--- config.mk ---
export PLATFORM = sky130hd
export DESIGN_NAME = decoder_width_selector
export DESIGN_NICKNAME = d
export VERILOG_FILES = /design/src/rtl/decoder_width_pkg.sv /design/src/rtl/decoder_skid_stage.sv /design/src/rtl/decoder_width_selector.sv
export SDC_FILE = /design/constraint.sdc
export NUM_CORES = 1
export LEC_CHECK = 0
export ABC_AREA = 1
export CORE_ASPECT_RATIO = 1.1
export CORE_MARGIN = 8
export CORE_UTILIZATION = 34
export DETAILED_ROUTE_END_ITERATION = 8
export PLACE_DENSITY = 0.74
export RECOVER_POWER = 100
export SLEW_MARGIN = 20
export SYNTH_ARGS = -nofsm -noshare
export SYNTH_HDL_FRONTEND = slang
export SYNTH_SLANG_ARGS = --single-unit
--- constraint.sdc ---
create_clock -name clk -period 1.25 [get_ports clk]
set_clock_uncertainty 0.1 [all_clocks]
set_input_delay 0.25 -clock clk [delete_from_list [all_inputs] [get_ports clk]]
set_output_delay 0.25 -clock clk [all_outputs]
set_load 0.05 [all_outputs]
--- src/rtl/decoder_width_pkg.sv ---
// Shared types and constants for the width-selectable one-hot decoder.
package decoder_width_pkg;

   typedef enum logic [1:0] {EMPTY, ONE, TWO} state_t;

   localparam int SUPPORTED_WIDTH_2 = 2;
   localparam int SUPPORTED_WIDTH_4 = 4;
   localparam int SUPPORTED_WIDTH_8 = 8;

   localparam int unsigned CNT_W = 16;

   function automatic bit is_supported(int w);
      return (w == SUPPORTED_WIDTH_2) || (w == SUPPORTED_WIDTH_4) || (w == SUPPORTED_WIDTH_8);
   endfunction

endpackage

--- src/rtl/decoder_skid_stage.sv ---
// Generic 2-entry valid/ready buffer: registered output word plus one skid word.
// No combinational path from in_valid/in_data to the output side.
module decoder_skid_stage
   import decoder_width_pkg::*;
#(
   parameter int unsigned DATA_W = 5
) (
   input  logic              clk,
   input  logic              rst,
   input  logic              in_valid,
   output logic              in_ready,
   input  logic [DATA_W-1:0] in_data,
   output logic              out_valid,
   input  logic              out_ready,
   output logic [DATA_W-1:0] out_data
);

   state_t            state_q, state_d;
   logic [DATA_W-1:0] out_q, out_d;
   logic [DATA_W-1:0] skid_q, skid_d;
   logic              accept;
   logic              fire;

   assign in_ready  = !rst && (state_q != TWO);
   assign out_valid = (state_q != EMPTY);
   assign out_data  = out_q;
   assign accept    = in_valid && in_ready;
   assign fire      = out_valid && out_ready;

   // Next state: the skid word is only ever filled from ONE when the output stalls.
   always_comb begin
      state_d = state_q;
      out_d   = out_q;
      skid_d  = skid_q;
      unique case (state_q)
         EMPTY: begin
            if (accept) begin
               out_d   = in_data;
               state_d = ONE;
            end
         end
         ONE: begin
            if (accept && !fire) begin
               skid_d  = in_data;
               state_d = TWO;
            end else if (accept && fire) begin
               out_d   = in_data;
            end else if (fire) begin
               state_d = EMPTY;
            end
         end
         TWO: begin
            if (fire) begin
               out_d   = skid_q;
               state_d = ONE;
            end
         end
         default: state_d = EMPTY;
      endcase
   end

   always_ff @(posedge clk) begin
      if (rst) begin
         state_q <= EMPTY;
         out_q   <= '0;
         skid_q  <= '0;
      end else begin
         state_q <= state_d;
         out_q   <= out_d;
         skid_q  <= skid_d;
      end
   end

endmodule

--- src/rtl/decoder_width_selector.sv ---
// Width-selectable binary-to-one-hot decoder behind a 2-entry output buffer.
// Define DECODER_WIDTH_STATS_EN to enable the decode_count / zero_count statistics.
module decoder_width_selector
   import decoder_width_pkg::*;
#(
   parameter int unsigned WIDTH  = 4,
   parameter int unsigned CODE_W = $clog2(WIDTH)
) (
   input  logic              clk,
   input  logic              rst,
   input  logic              in_valid,
   output logic              in_ready,
   input  logic [CODE_W-1:0] in_code,
   input  logic              in_code_vld,
   output logic              out_valid,
   input  logic              out_ready,
   output logic [WIDTH-1:0]  out_onehot,
   output logic [CNT_W-1:0]  decode_count,
   output logic [CNT_W-1:0]  zero_count
);

   generate
      case (WIDTH)
         SUPPORTED_WIDTH_2, SUPPORTED_WIDTH_4, SUPPORTED_WIDTH_8: begin : g_dec
            logic [WIDTH-1:0] onehot_c;
            logic [WIDTH:0]   buf_data;
            logic             buf_valid;
            logic             fire;

            // Top bit travels with the word so stats see the code_vld of the fired word.
            assign onehot_c = in_code_vld ? (WIDTH'(1) << in_code) : '0;

            decoder_skid_stage #(
               .DATA_W (WIDTH + 1)
            ) u_skid (
               .clk       (clk),
               .rst       (rst),
               .in_valid  (in_valid),
               .in_ready  (in_ready),
               .in_data   ({in_code_vld, onehot_c}),
               .out_valid (buf_valid),
               .out_ready (out_ready),
               .out_data  (buf_data)
            );

            assign out_valid  = buf_valid;
            assign out_onehot = buf_data[WIDTH-1:0];
            assign fire       = buf_valid && out_ready;

`ifdef DECODER_WIDTH_STATS_EN
            logic [CNT_W-1:0] decode_count_q, decode_count_d;
            logic [CNT_W-1:0] zero_count_q, zero_count_d;

            // Saturating transfer statistics.
            always_comb begin
               decode_count_d = decode_count_q;
               zero_count_d   = zero_count_q;
               if (fire && (decode_count_q != {CNT_W{1'b1}})) begin
                  decode_count_d = decode_count_q + CNT_W'(1);
               end
               if (fire && !buf_data[WIDTH] && (zero_count_q != {CNT_W{1'b1}})) begin
                  zero_count_d = zero_count_q + CNT_W'(1);
               end
            end

            always_ff @(posedge clk) begin
               if (rst) begin
                  decode_count_q <= '0;
                  zero_count_q   <= '0;
               end else begin
                  decode_count_q <= decode_count_d;
                  zero_count_q   <= zero_count_d;
               end
            end

            assign decode_count = decode_count_q;
            assign zero_count   = zero_count_q;
`else
            logic unused_stats;
            assign unused_stats = ^{fire, buf_data[WIDTH]};
            assign decode_count = '0;
            assign zero_count   = '0;
`endif
         end
         default: begin : g_unsupported
            initial $display("ERROR: decoder_width_selector WIDTH=%0d unsupported", WIDTH);
            logic unused_inputs;
            assign unused_inputs = ^{clk, rst, in_valid, in_code, in_code_vld, out_ready};
            assign in_ready      = 1'b0;
            assign out_valid     = 1'b0;
            assign out_onehot    = '0;
            assign decode_count  = '0;
            assign zero_count    = '0;
         end
      endcase
   endgenerate

endmodule

# Word level (Yosys, flattened, before mapping)
# Index checks and enable logic that the tools add are counted.
# Widths: inputs -> output; s select.
[totals]
register_bits = 10
input_bits = 7
out_inout_bits = 38
wordCells = 38
[op_classes]
n_eq_ne = 9
shifts = 1
n_mux = 12
reduce_logical = 13
[ops]
columns = ["op", "count"]
rows = [
  ["$mux 4", 5],
  ["$pmux 4 s3", 1],
  ["$mux 2", 5],
  ["$ne 2x1->1 const B", 3],
  ["$pmux 2 s3", 1],
  ["$logic_and 1x1->1", 5],
  ["$reduce_and 5->1", 1],
  ["$ne 2x2->1 const B", 2],
  ["$reduce_and 4->1", 1],
  ["$shl 1x2->4 const A", 1],
  ["$ne 3x1->1 const B", 1],
  ["$ne 3x2->1 const B", 1],
  ["$reduce_bool 3->1", 1],
  ["$eq 2x1->1 const B", 1],
  ["$eq 2x2->1 const B", 1],
  ["$logic_not 1->1", 2],
  ["$logic_not 2->1", 1],
  ["$reduce_and 2->1", 1],
  ["$reduce_bool 2->1", 1],
]

# Depth between registers and ports, before layout
# Gate-level depths: netlist of the first run.
[depth]
word_depth = 7
mapped_depth = 8

# Modules after synthesis
# A second synthesis of the first run with hierarchy kept.
[unflattened]
cells_unflattened = 140
hier_area_um2 = 922.1
[by_module_without_submodules]
columns = ["mod", "instances", "cells_per_inst", "area_each_um2", "seq_area_each_um2"]
rows = [
  ["decoder_skid_stage", 1, 99, 648.1, 240.2],
  ["decoder_width_selector", 1, 41, 274.0, 0.0],
]

# Worst setup path after synthesis of the first run
# No wires, ideal clock.
[synth_path]
kind = "reg2reg"
startpoint = "register g_dec.u_skid.state_q[0]"
endpoint = "register g_dec.u_skid.out_q[0] (netlist: g_dec.u_skid.out_data[0])"
setup_ns = 0.115
arrival_ns = 1.231
path_slack_ns = -0.197
stages_incl_launch_ff = 6
path_buffers = 0
cell_sequence = "dfxtp_1 > nor2_4 > nor2_4 > nand3_2 > a21oi_1 > nor2_1"
[synth_via]
elab_chain_cells = 6
[synth_lines]
columns = ["element", "line", "text"]
rows = [
  ["from (decl)", "decoder_skid_stage.sv:18", "state_t state_q, state_d;"],
  ["from (signal assigned)", "decoder_skid_stage.sv:68", "state_q <= state_d;"],
  ["$ne 2x2->1 (*)", "decoder_skid_stage.sv:24", "assign in_ready = !rst && (state_q != TWO);"],
  ["$logic_and 1x1->1 (*)", "decoder_skid_stage.sv:24", ""],
  ["via in_ready", "decoder_width_selector.sv:12", "output logic in_ready,"],
  ["$logic_and 1x1->1 (*)", "decoder_skid_stage.sv:27", "assign accept = in_valid && in_ready;"],
  ["$logic_and 1x1->1 (on tied branches)", "decoder_skid_stage.sv:43, decoder_skid_stage.sv:46", ""],
  ["$ne 2x2->1 (no source line) / $ne 2x1->1 (equally long branches)", "n/a", ""],
  ["$reduce_and 5->1 (no source line) (*)", "n/a", ""],
  ["to (signal assigned)", "decoder_skid_stage.sv:69", "out_q <= out_d;"],
  ["to (decl)", "decoder_skid_stage.sv:19", "logic [DATA_W-1:0] out_q, out_d;"],
]
# Mark *: on every way through the listed nets, which the timed path passes. The rest lies on a longest branch.
# A chain may end at the register's enable or synchronous reset.

# Final worst setup path of the first run
[layout_path]
startpoint = "register g_dec.u_skid.state_q[1]"
endpoint = "output in_ready"
[layout_via]
elab_chain_cells = 2
[layout_lines]
columns = ["element", "line"]
rows = [
  ["$ne 2x2->1", "decoder_skid_stage.sv:24"],
  ["$logic_and 1x1->1", "decoder_skid_stage.sv:24"],
  ["to (decl)", "decoder_width_selector.sv:12"],
]
# Every way passes these cells.

==> results of run 1 <==
## worst max-delay path, delay by kind of cell, from the launching register on
kind	cells	cell delay [ns]
DFF	1	0.39
buffers and inverters	2	0.19
and+or+nand+nor	2	0.16
## metrics by stage
stage / hold slack, ns / std cells / utilization (%)
after global routing: 0.437 / 179 / 48.8
final: 0.392 / 179 / 48.8
after floorplan: 0.212 / 147 / -
after CTS: 0.396 / 177 / 49.8
after global placement: 0.368 / 165 / 43.8
after detailed placement: 0.386 / 165 / 43.8
## final timing paths
path	from	slack [ns]	endpoint	cells past startpoint
setup reg to reg	g_dec.u_skid.state_q[1]	-0.07	g_dec.u_skid.out_data[1]	7
hold / removal	g_dec.u_skid.skid_q[1]	0.39	g_dec.u_skid.skid_q[1]	2
setup / recovery	g_dec.u_skid.state_q[1]	-0.11	in_ready	4
hold reg to reg	g_dec.u_skid.skid_q[1]	0.39	g_dec.u_skid.skid_q[1]	2
## power groups by stage
| stage | logic (µW) | clock network, µW | registers, µW |
|---|---|---|---|
| 2_1_floorplan | 437 | 0 | 436 |
| 3_3_place_gp | 588 | 0 | 383 |
| 3_5_place_dp | 595 | 0 | 384 |
| 4_1_cts | 633 | 299 | 377 |
| 5_1_grt | 652 | 310 | 370 |
| 6_report | 615 | 291 | 367 |
## state kept, by name, indices dropped and copies added, names as in the netlist
signal / flops
g_dec.u_skid.out_data: 4
g_dec.u_skid.state_q: 2
g_dec.u_skid.skid_q: 4
## kinds of logic after synthesis
family                 Yosys count  synth area share (%)
buffers and inverters           44                  35.3
DFF                             10                  24.8
AOI/OAI and AO/OA               11                  7.12
and+or+nand+nor                 50                  32.4
other                            1                 0.464
## what timing repair did
item / 4_1_cts / 5_1_grt
gates cloned: 1 / 0
endpoints found under the setup margin: 9 / 11
setup buffers: 7 / 2
pin swaps: 8 / 8
gates resized for setup: 14 / 4
## area by class of cell
| class | instances | area [µm²] |
|---|---|---|
| clock buffers | 4 | 36.3 |
| fillers | 235 | 1150 |
| inverters | 12 | 47.5 |
| multi-input cells | 94 | 517 |
| flip-flops and latches | 10 | 208 |
| well taps | 30 | 37.5 |
| repair buffers | 29 | 253 |
## cell usage in the layout (no fill, tap or decap), types with 3 or more instances in the layout
master,count
sky130_fd_sc_hd__conb_1,32
sky130_fd_sc_hd__nand2_1,17
sky130_fd_sc_hd__buf_4,17
sky130_fd_sc_hd__nor2_1,10
sky130_fd_sc_hd__inv_1,8
sky130_fd_sc_hd__dfxtp_1,8
sky130_fd_sc_hd__nand3_1,6
sky130_fd_sc_hd__clkbuf_4,6
sky130_fd_sc_hd__nor2_4,5
sky130_fd_sc_hd__nand3_2,4
sky130_fd_sc_hd__a21oi_2,4
sky130_fd_sc_hd__clkdlybuf4s50_1,4
sky130_fd_sc_hd__inv_2,3
sky130_fd_sc_hd__o21ai_0,3
## routing by layer
| metal | GRT usage (%) | up-vias |
|---|---|---|
| met5 | 0 | - |
| met4 | 3.13 | 0 |
| met3 | 4.30 | 4 |
| met2 | 20.1 | 25 |
| met1 | 7.63 | 332 |
| li1 | - | 371 |
==> metrics.txt, run 1 <==
# TYPE chip_impl_metric gauge
chip_impl_info{name="unrepaired_setup_endpoints_after_global_routing",value="true"} 1
chip_impl_metric{name="holdBufCountCts",unit=""} 0
chip_impl_info{name="cts_tree",value="yes"} 1
chip_impl_metric{name="remaining_drc_errors",unit=""} 0
chip_impl_metric{name="final_max_slew_viol_count",unit=""} 0
chip_impl_metric{name="drive_gt1_share",unit="%"} 35.6
chip_impl_metric{name="placeableCoreArea",unit="mm²"} 0.00225
chip_impl_info{name="dr.max_layer_used",value="met4"} 1
chip_impl_metric{name="synthToLayoutAreaGrowth",unit="%"} 35.9
chip_impl_metric{name="dr.pass1.iters",unit=""} 4
chip_impl_metric{name="synth_async_reset_ratio",unit="%"} 0
chip_impl_info{name="post-synth-top-count-cell",value="sky130_fd_sc_hd__buf_4"} 1
chip_impl_metric{name="cellInternalPower",unit="µW"} 688
chip_impl_metric{name="port_buffers",unit=""} 12
chip_impl_info{name="critical-path-top-cell-by-count",value="sky130_fd_sc_hd__nor2_4"} 1
chip_impl_metric{name="clock_latency",unit="ns"} 0.27
chip_impl_metric{name="fin_setup_tns",unit="ns"} -0.436
chip_impl_metric{name="drtIter0Drc",unit=""} 11
chip_impl_metric{name="synth_edf_count",unit=""} 0
chip_impl_metric{name="timing.critical_path.slowest_cell_delay",unit="ns"} 0.39
chip_impl_info{name="startpoint_kind_of_the_worst_setup_timing_path",value="register"} 1
chip_impl_metric{name="fp.dieW",unit="µm"} 62.5
chip_impl_metric{name="period_minus_ws_final",unit="ns"} 1.36
chip_impl_metric{name="power.density_cell_area",unit="mW/mm²"} 1160
chip_impl_metric{name="worst-endpoint-required",unit="ns"} 0.90
chip_impl_metric{name="die_outline_area",unit="mm²"} 0.00420
chip_impl_metric{name="htree_levels",unit=""} 1
chip_impl_metric{name="timing.final.hold_violations",unit=""} 0
chip_impl_metric{name="initial_utilization",unit="%"} 35.9
chip_impl_metric{name="power.share.sequential",unit="%"} 28.8
chip_impl_metric{name="pin_count_of_the_biggest_net_entering_global_routing",unit=""} 9
chip_impl_info{name="synth.area.top_cells",value="sky130_fd_sc_hd__buf_4 30%, sky130_fd_sc_hd__dfxtp_1 25%, sky130_fd_sc_hd__nand2_1 8.4%"} 1
chip_impl_metric{name="met2_routed_length",unit="mm"} 1.21
chip_impl_metric{name="post_drt_wl_per_cell",unit="µm"} 11.3
chip_impl_info{name="synthFlopType",value="sky130_fd_sc_hd__dfxtp_1"} 1
chip_impl_metric{name="viasPerCell",unit=""} 4.09
chip_impl_info{name="yosysTopAreaCell",value="sky130_fd_sc_hd__buf_4"} 1
chip_impl_metric{name="number_of_violations_of_the_max_capacitance_limit",unit=""} 0
chip_impl_metric{name="drt.antenna.violating_nets",unit=""} 0
chip_impl_metric{name="clk_pin_slew_worst_paths",unit="ns"} 0.07
chip_impl_metric{name="syn_area_per_cell",unit="µm²"} 6.97
chip_impl_metric{name="setup_viol_count_final",unit=""} 9
chip_impl_info{name="worst_setup_path_end_kind",value="output pin"} 1
chip_impl_info{name="timing_worst_setup_path_type",value="register to output pin"} 1
chip_impl_metric{name="synth_seq_area_share",unit="%"} 24.8
chip_impl_metric{name="dp_hpwl",unit="mm"} 1.49
chip_impl_info{name="outcome",value="finished with violations"} 1
chip_impl_metric{name="detailroute.wirelength.met3",unit="µm"} 144
chip_impl_metric{name="n_antenna_cell",unit=""} 0
chip_impl_info{name="synthTopCellsByCount",value="32 x sky130_fd_sc_hd__buf_4, 18 x sky130_fd_sc_hd__nand2_1, 12 x sky130_fd_sc_hd__nor2_1, 11 x sky130_fd_sc_hd__inv_1, 10 x sky130_fd_sc_hd__dfxtp_1"} 1
chip_impl_metric{name="netSwitchingPower",unit="µW"} 586
chip_impl_metric{name="cts_sinks",unit=""} 10
chip_impl_metric{name="synth_cell_types",unit=""} 19
chip_impl_info{name="min-delay-path-class",value="register to register"} 1
chip_impl_metric{name="data_arrival_time_of_the_critical_path",unit="ns"} 1.01
chip_impl_metric{name="die-height",unit="µm"} 67.1
chip_impl_metric{name="grt_antenna_before_repair",unit=""} 0
chip_impl_metric{name="finalWorstSetupSlack",unit="ns"} -0.108
chip_impl_metric{name="track_usage",unit="%"} 9.50
chip_impl_metric{name="nets",unit=""} 157
chip_impl_metric{name="p_total",unit="µW"} 1270
chip_impl_metric{name="post-route-cell-area",unit="mm²"} 0.00110
chip_impl_metric{name="cts-root-to-sink-buffers",unit=""} 2
chip_impl_metric{name="crit_path_max_fanout",unit=""} 4
chip_impl_metric{name="wire_length_of_the_first_global_routing_pass",unit="mm"} 3.27
chip_impl_metric{name="place_area",unit="µm²"} 987
chip_impl_metric{name="post_synth_inst_count",unit=""} 116
chip_impl_metric{name="static-leakage-power",unit="µW"} 0.000551
chip_impl_metric{name="wirelength",unit="mm"} 2.02
chip_impl_metric{name="first_global_vias",unit=""} 753
chip_impl_metric{name="fmax",unit="MHz"} 737
chip_impl_info{name="critical_path.slowest_cell",value="sky130_fd_sc_hd__dfxtp_4"} 1
chip_impl_metric{name="fin_crit_sh",unit="%"} 109
chip_impl_metric{name="dr_total_vias",unit=""} 732
chip_impl_metric{name="global_route.overflow_total",unit=""} 0
chip_impl_metric{name="peakVddDrop",unit="mV"} 0.615
chip_impl_metric{name="floorplan.io_pins",unit=""} 45
chip_impl_metric{name="synthesis.area",unit="µm²"} 808
chip_impl_info{name="violations",value="setup timing"} 1
chip_impl_metric{name="globalplace.congestion",unit=""} 0.815
chip_impl_metric{name="area_share_of_the_largest_cell_type_after_synthesis",unit="%"} 29.7
chip_impl_metric{name="yosys_warnings",unit=""} 0
chip_impl_metric{name="placementRows",unit=""} 18
chip_impl_metric{name="synth.ff_latch_count",unit=""} 10
chip_impl_metric{name="cts_buffers",unit=""} 3
chip_impl_info{name="worstPathCellList",value="inv_4 -> nor2_4 -> nor2_4 -> buf_12"} 1
chip_impl_metric{name="wl_met1",unit="µm"} 630
chip_impl_metric{name="sw_share",unit="%"} 46.0
chip_impl_metric{name="comb_power_share",unit="%"} 48.3
chip_impl_info{name="clk_root_buffer_cell",value="sky130_fd_sc_hd__clkbuf_4"} 1
chip_impl_metric{name="dp_worst_setup_slack",unit="ns"} -0.338
chip_impl_metric{name="power.clock.fraction",unit="%"} 22.9
Power figures use the tool's default switching activity.
==> run 2, diff against run 1 <==
--- a/config.mk
+++ b/config.mk
@@ -8,9 +8,9 @@
 export ABC_AREA = 1
 export CORE_ASPECT_RATIO = 1.1
 export CORE_MARGIN = 8
-export CORE_UTILIZATION = 34
+export CORE_UTILIZATION = 41
 export DETAILED_ROUTE_END_ITERATION = 8
-export PLACE_DENSITY = 0.74
+export PLACE_DENSITY = 0.84
 export RECOVER_POWER = 100
 export SLEW_MARGIN = 20
 export SYNTH_ARGS = -nofsm -noshare
==> constraint.sdc (replaced) <==
create_clock -name clk -period 1.71 [get_ports clk]
set_clock_uncertainty 0.1 [all_clocks]
set_input_delay 0.342 -clock clk [delete_from_list [all_inputs] [get_ports clk]]
set_output_delay 0.342 -clock clk [all_outputs]
set_load 0.05 [all_outputs]
==> metrics.txt, run 2 (synthesis gave the netlist of run 1 again) <==
# TYPE chip_impl_metric gauge
chip_impl_info{name="outcome",value="complete, no violations"} 1
chip_impl_info{name="cts_tree",value="yes"} 1
chip_impl_info{name="clk_root_buffer_cell",value="sky130_fd_sc_hd__clkbuf_4"} 1
chip_impl_metric{name="wire_length_of_the_first_global_routing_pass",unit="mm"} 2.74
chip_impl_metric{name="viasPerCell",unit=""} 4.13
chip_impl_metric{name="postCtsSetupRepairBufs",unit=""} 0
chip_impl_metric{name="p_total",unit="µW"} 800
chip_impl_metric{name="drtIter0Drc",unit=""} 18
chip_impl_metric{name="floorplan.io_pins",unit=""} 45
chip_impl_metric{name="port_buffers",unit=""} 12
chip_impl_metric{name="placeableCoreArea",unit="mm²"} 0.00194
chip_impl_metric{name="fin_crit_sh",unit="%"} 95.1
chip_impl_metric{name="dr_total_vias",unit=""} 677
chip_impl_info{name="unrepaired_setup_endpoints_after_global_routing",value="false"} 1
chip_impl_metric{name="post-route-cell-area",unit="µm²"} 871
chip_impl_metric{name="fp.dieW",unit="µm"} 58.3
chip_impl_metric{name="dr.pass1.iters",unit=""} 4
chip_impl_metric{name="buffers_plus_inverters_on_the_worst_setup_path",unit=""} 2
chip_impl_metric{name="drt.antenna.violating_nets",unit=""} 0
chip_impl_metric{name="initial_utilization",unit="%"} 41.8
chip_impl_metric{name="dp_worst_setup_slack",unit="ns"} -0.0319
chip_impl_metric{name="number_of_violations_of_the_max_capacitance_limit",unit=""} 0
chip_impl_info{name="min-delay-path-class",value="register to register"} 1
chip_impl_info{name="layout_common_cells",value="32 x sky130_fd_sc_hd__conb_1, 18 x sky130_fd_sc_hd__nand2_1, 12 x sky130_fd_sc_hd__nor2_1, 12 x sky130_fd_sc_hd__inv_1"} 1
chip_impl_metric{name="cts-root-to-sink-buffers",unit=""} 2
chip_impl_metric{name="die_outline_area",unit="mm²"} 0.00365
chip_impl_metric{name="clock_latency",unit="ns"} 0.27
chip_impl_info{name="timing_worst_setup_path_type",value="input pin to output pin"} 1
chip_impl_info{name="worst_setup_path_end_kind",value="output pin"} 1
chip_impl_metric{name="power.density_cell_area",unit="mW/mm²"} 918
chip_impl_metric{name="fmax",unit="MHz"} 615
chip_impl_info{name="crit_start",value="rst"} 1
chip_impl_metric{name="htree_levels",unit=""} 1
chip_impl_info{name="cp_top_family",value="buffers and inverters"} 1
chip_impl_info{name="worstPathCellList",value="clkdlybuf4s50_1 -> nor2_4 -> buf_12"} 1
chip_impl_metric{name="post_drt_wl_per_cell",unit="µm"} 10.5
chip_impl_metric{name="setup_viol_count_final",unit=""} 0
chip_impl_metric{name="static-leakage-power",unit="µW"} 0.000437
chip_impl_metric{name="global_route.overflow_total",unit=""} 0
chip_impl_metric{name="first_global_vias",unit=""} 661
chip_impl_metric{name="clk_pin_slew_worst_paths",unit="ns"} 0.06
chip_impl_metric{name="peakVddDrop",unit="mV"} 0.343
chip_impl_metric{name="timing.final.hold_violations",unit=""} 0
chip_impl_metric{name="place_area",unit="µm²"} 887
chip_impl_metric{name="remaining_drc_errors",unit=""} 0
chip_impl_info{name="crit-reg2reg-launch",value="g_dec.u_skid.state_q[0]"} 1
chip_impl_metric{name="timing.critical_path.slowest_cell_delay",unit="ns"} 0.49
chip_impl_metric{name="wirelength",unit="mm"} 1.72
chip_impl_metric{name="worstMarginPinSlew",unit="ns"} 0.598
chip_impl_metric{name="nets",unit=""} 145
chip_impl_metric{name="synthToLayoutAreaGrowth",unit="%"} 7.74
chip_impl_info{name="critical_path.slowest_cell",value="sky130_fd_sc_hd__clkdlybuf4s50_1"} 1
chip_impl_metric{name="period_minus_ws_final",unit="ns"} 1.63
chip_impl_info{name="startpoint_kind_of_the_worst_setup_timing_path",value="input pin"} 1
chip_impl_metric{name="crit_path_max_fanout",unit=""} 4
chip_impl_metric{name="placementRows",unit=""} 17
chip_impl_metric{name="finalWorstSetupSlack",unit="ns"} 0.0832
chip_impl_metric{name="n_antenna_cell",unit=""} 0
chip_impl_metric{name="worst-endpoint-required",unit="ns"} 1.27
chip_impl_metric{name="die-height",unit="µm"} 62.6
chip_impl_metric{name="drive_gt1_share",unit="%"} 12.5
chip_impl_metric{name="globalplace.congestion",unit=""} 0.806
chip_impl_metric{name="max-slew-margin-rel",unit="%"} 60.3
chip_impl_metric{name="n_fill_cell",unit=""} 207
chip_impl_metric{name="cts_buffers",unit=""} 3
chip_impl_metric{name="cts_sinks",unit=""} 10
chip_impl_metric{name="fin_setup_tns",unit="ns"} 0
chip_impl_info{name="timing.hold.worst.start",value="g_dec.u_skid.skid_q[1]"} 1
chip_impl_metric{name="pin_count_of_the_biggest_net_entering_global_routing",unit=""} 10
chip_impl_metric{name="holdBufCountCts",unit=""} 0
chip_impl_metric{name="final_max_slew_viol_count",unit=""} 0
chip_impl_metric{name="data_arrival_time_of_the_critical_path",unit="ns"} 1.18
chip_impl_metric{name="dp_hpwl",unit="mm"} 1.47
chip_impl_info{name="final_common_cell",value="sky130_fd_sc_hd__conb_1"} 1
chip_impl_metric{name="cts_resized",unit=""} 0
chip_impl_metric{name="grt_antenna_before_repair",unit=""} 0
chip_impl_metric{name="track_usage",unit="%"} 9.46
-- run 2: cell count changes in the layout (fill, tap and decap cells not counted), sizes merged --
| cell | previous run | this run |
|---|---|---|
| dlygate4sd3 | 0 | 1 |
| clkdlybuf4s50 | 4 | 5 |
| nand2 | 21 | 20 |
| dlygate4sd2 | 2 | 0 |
| buf | 20 | 8 |
-- run 2: report_power, final --
group / switching (µW) / internal [µW] / total (µW)
registers: 13.6 / 253 / 266
clock network: 88.4 / 81.7 / 170
logic: 296 / 67.1 / 363
-- run 2: cell type report --
class / instances / area (µm²) / area share [%]
multi-input cells: 93 / 423 / 48.6
repair buffers: 18 / 145 / 16.7
clock buffers: 3 / 22.5 / 2.59
inverters: 12 / 45.0 / 5.17
well taps: 28 / 35.0 / 4.02
flip-flops and latches: 10 / 200 / 23.0
-- run 2: worst reg2reg max path, delay by kind of cell, from the launching register on --
family | cells | cell delay, ns
simple gates | 4 | 0.53
flops | 1 | 0.47
compound gates | 1 | 0.24
-- run 2: final timing paths --
| path | to | slack (ns) | cells after the start |
|---|---|---|---|
| setup / recovery | in_ready | 0.08 | 3 |
| hold / removal | g_dec.u_skid.skid_q[1] | 0.39 | 2 |
| setup reg to reg | g_dec.u_skid.out_data[2] | 0.26 | 5 |
| hold reg to reg | g_dec.u_skid.skid_q[1] | 0.39 | 2 |
-- run 2: through the flow --
stage | instances | hold slack, ns | util, %
floorplan | 147 | 0.311 | -
CTS | 163 | 0.396 | 47.0
finish | 164 | 0.394 | 45.0
global placement | 160 | 0.370 | 45.8
global route | 164 | 0.402 | 45.0
detailed placement | 160 | 0.388 | 45.8
-- run 2: routing by layer --
metal	global-route usage [%]	wire length, µm	up-vias
li1	-	-	346
met1	8.21	618	294
met2	17.5	923	30
met3	1.44	102	7
met4	8.59	76	0
met5	0	0	-
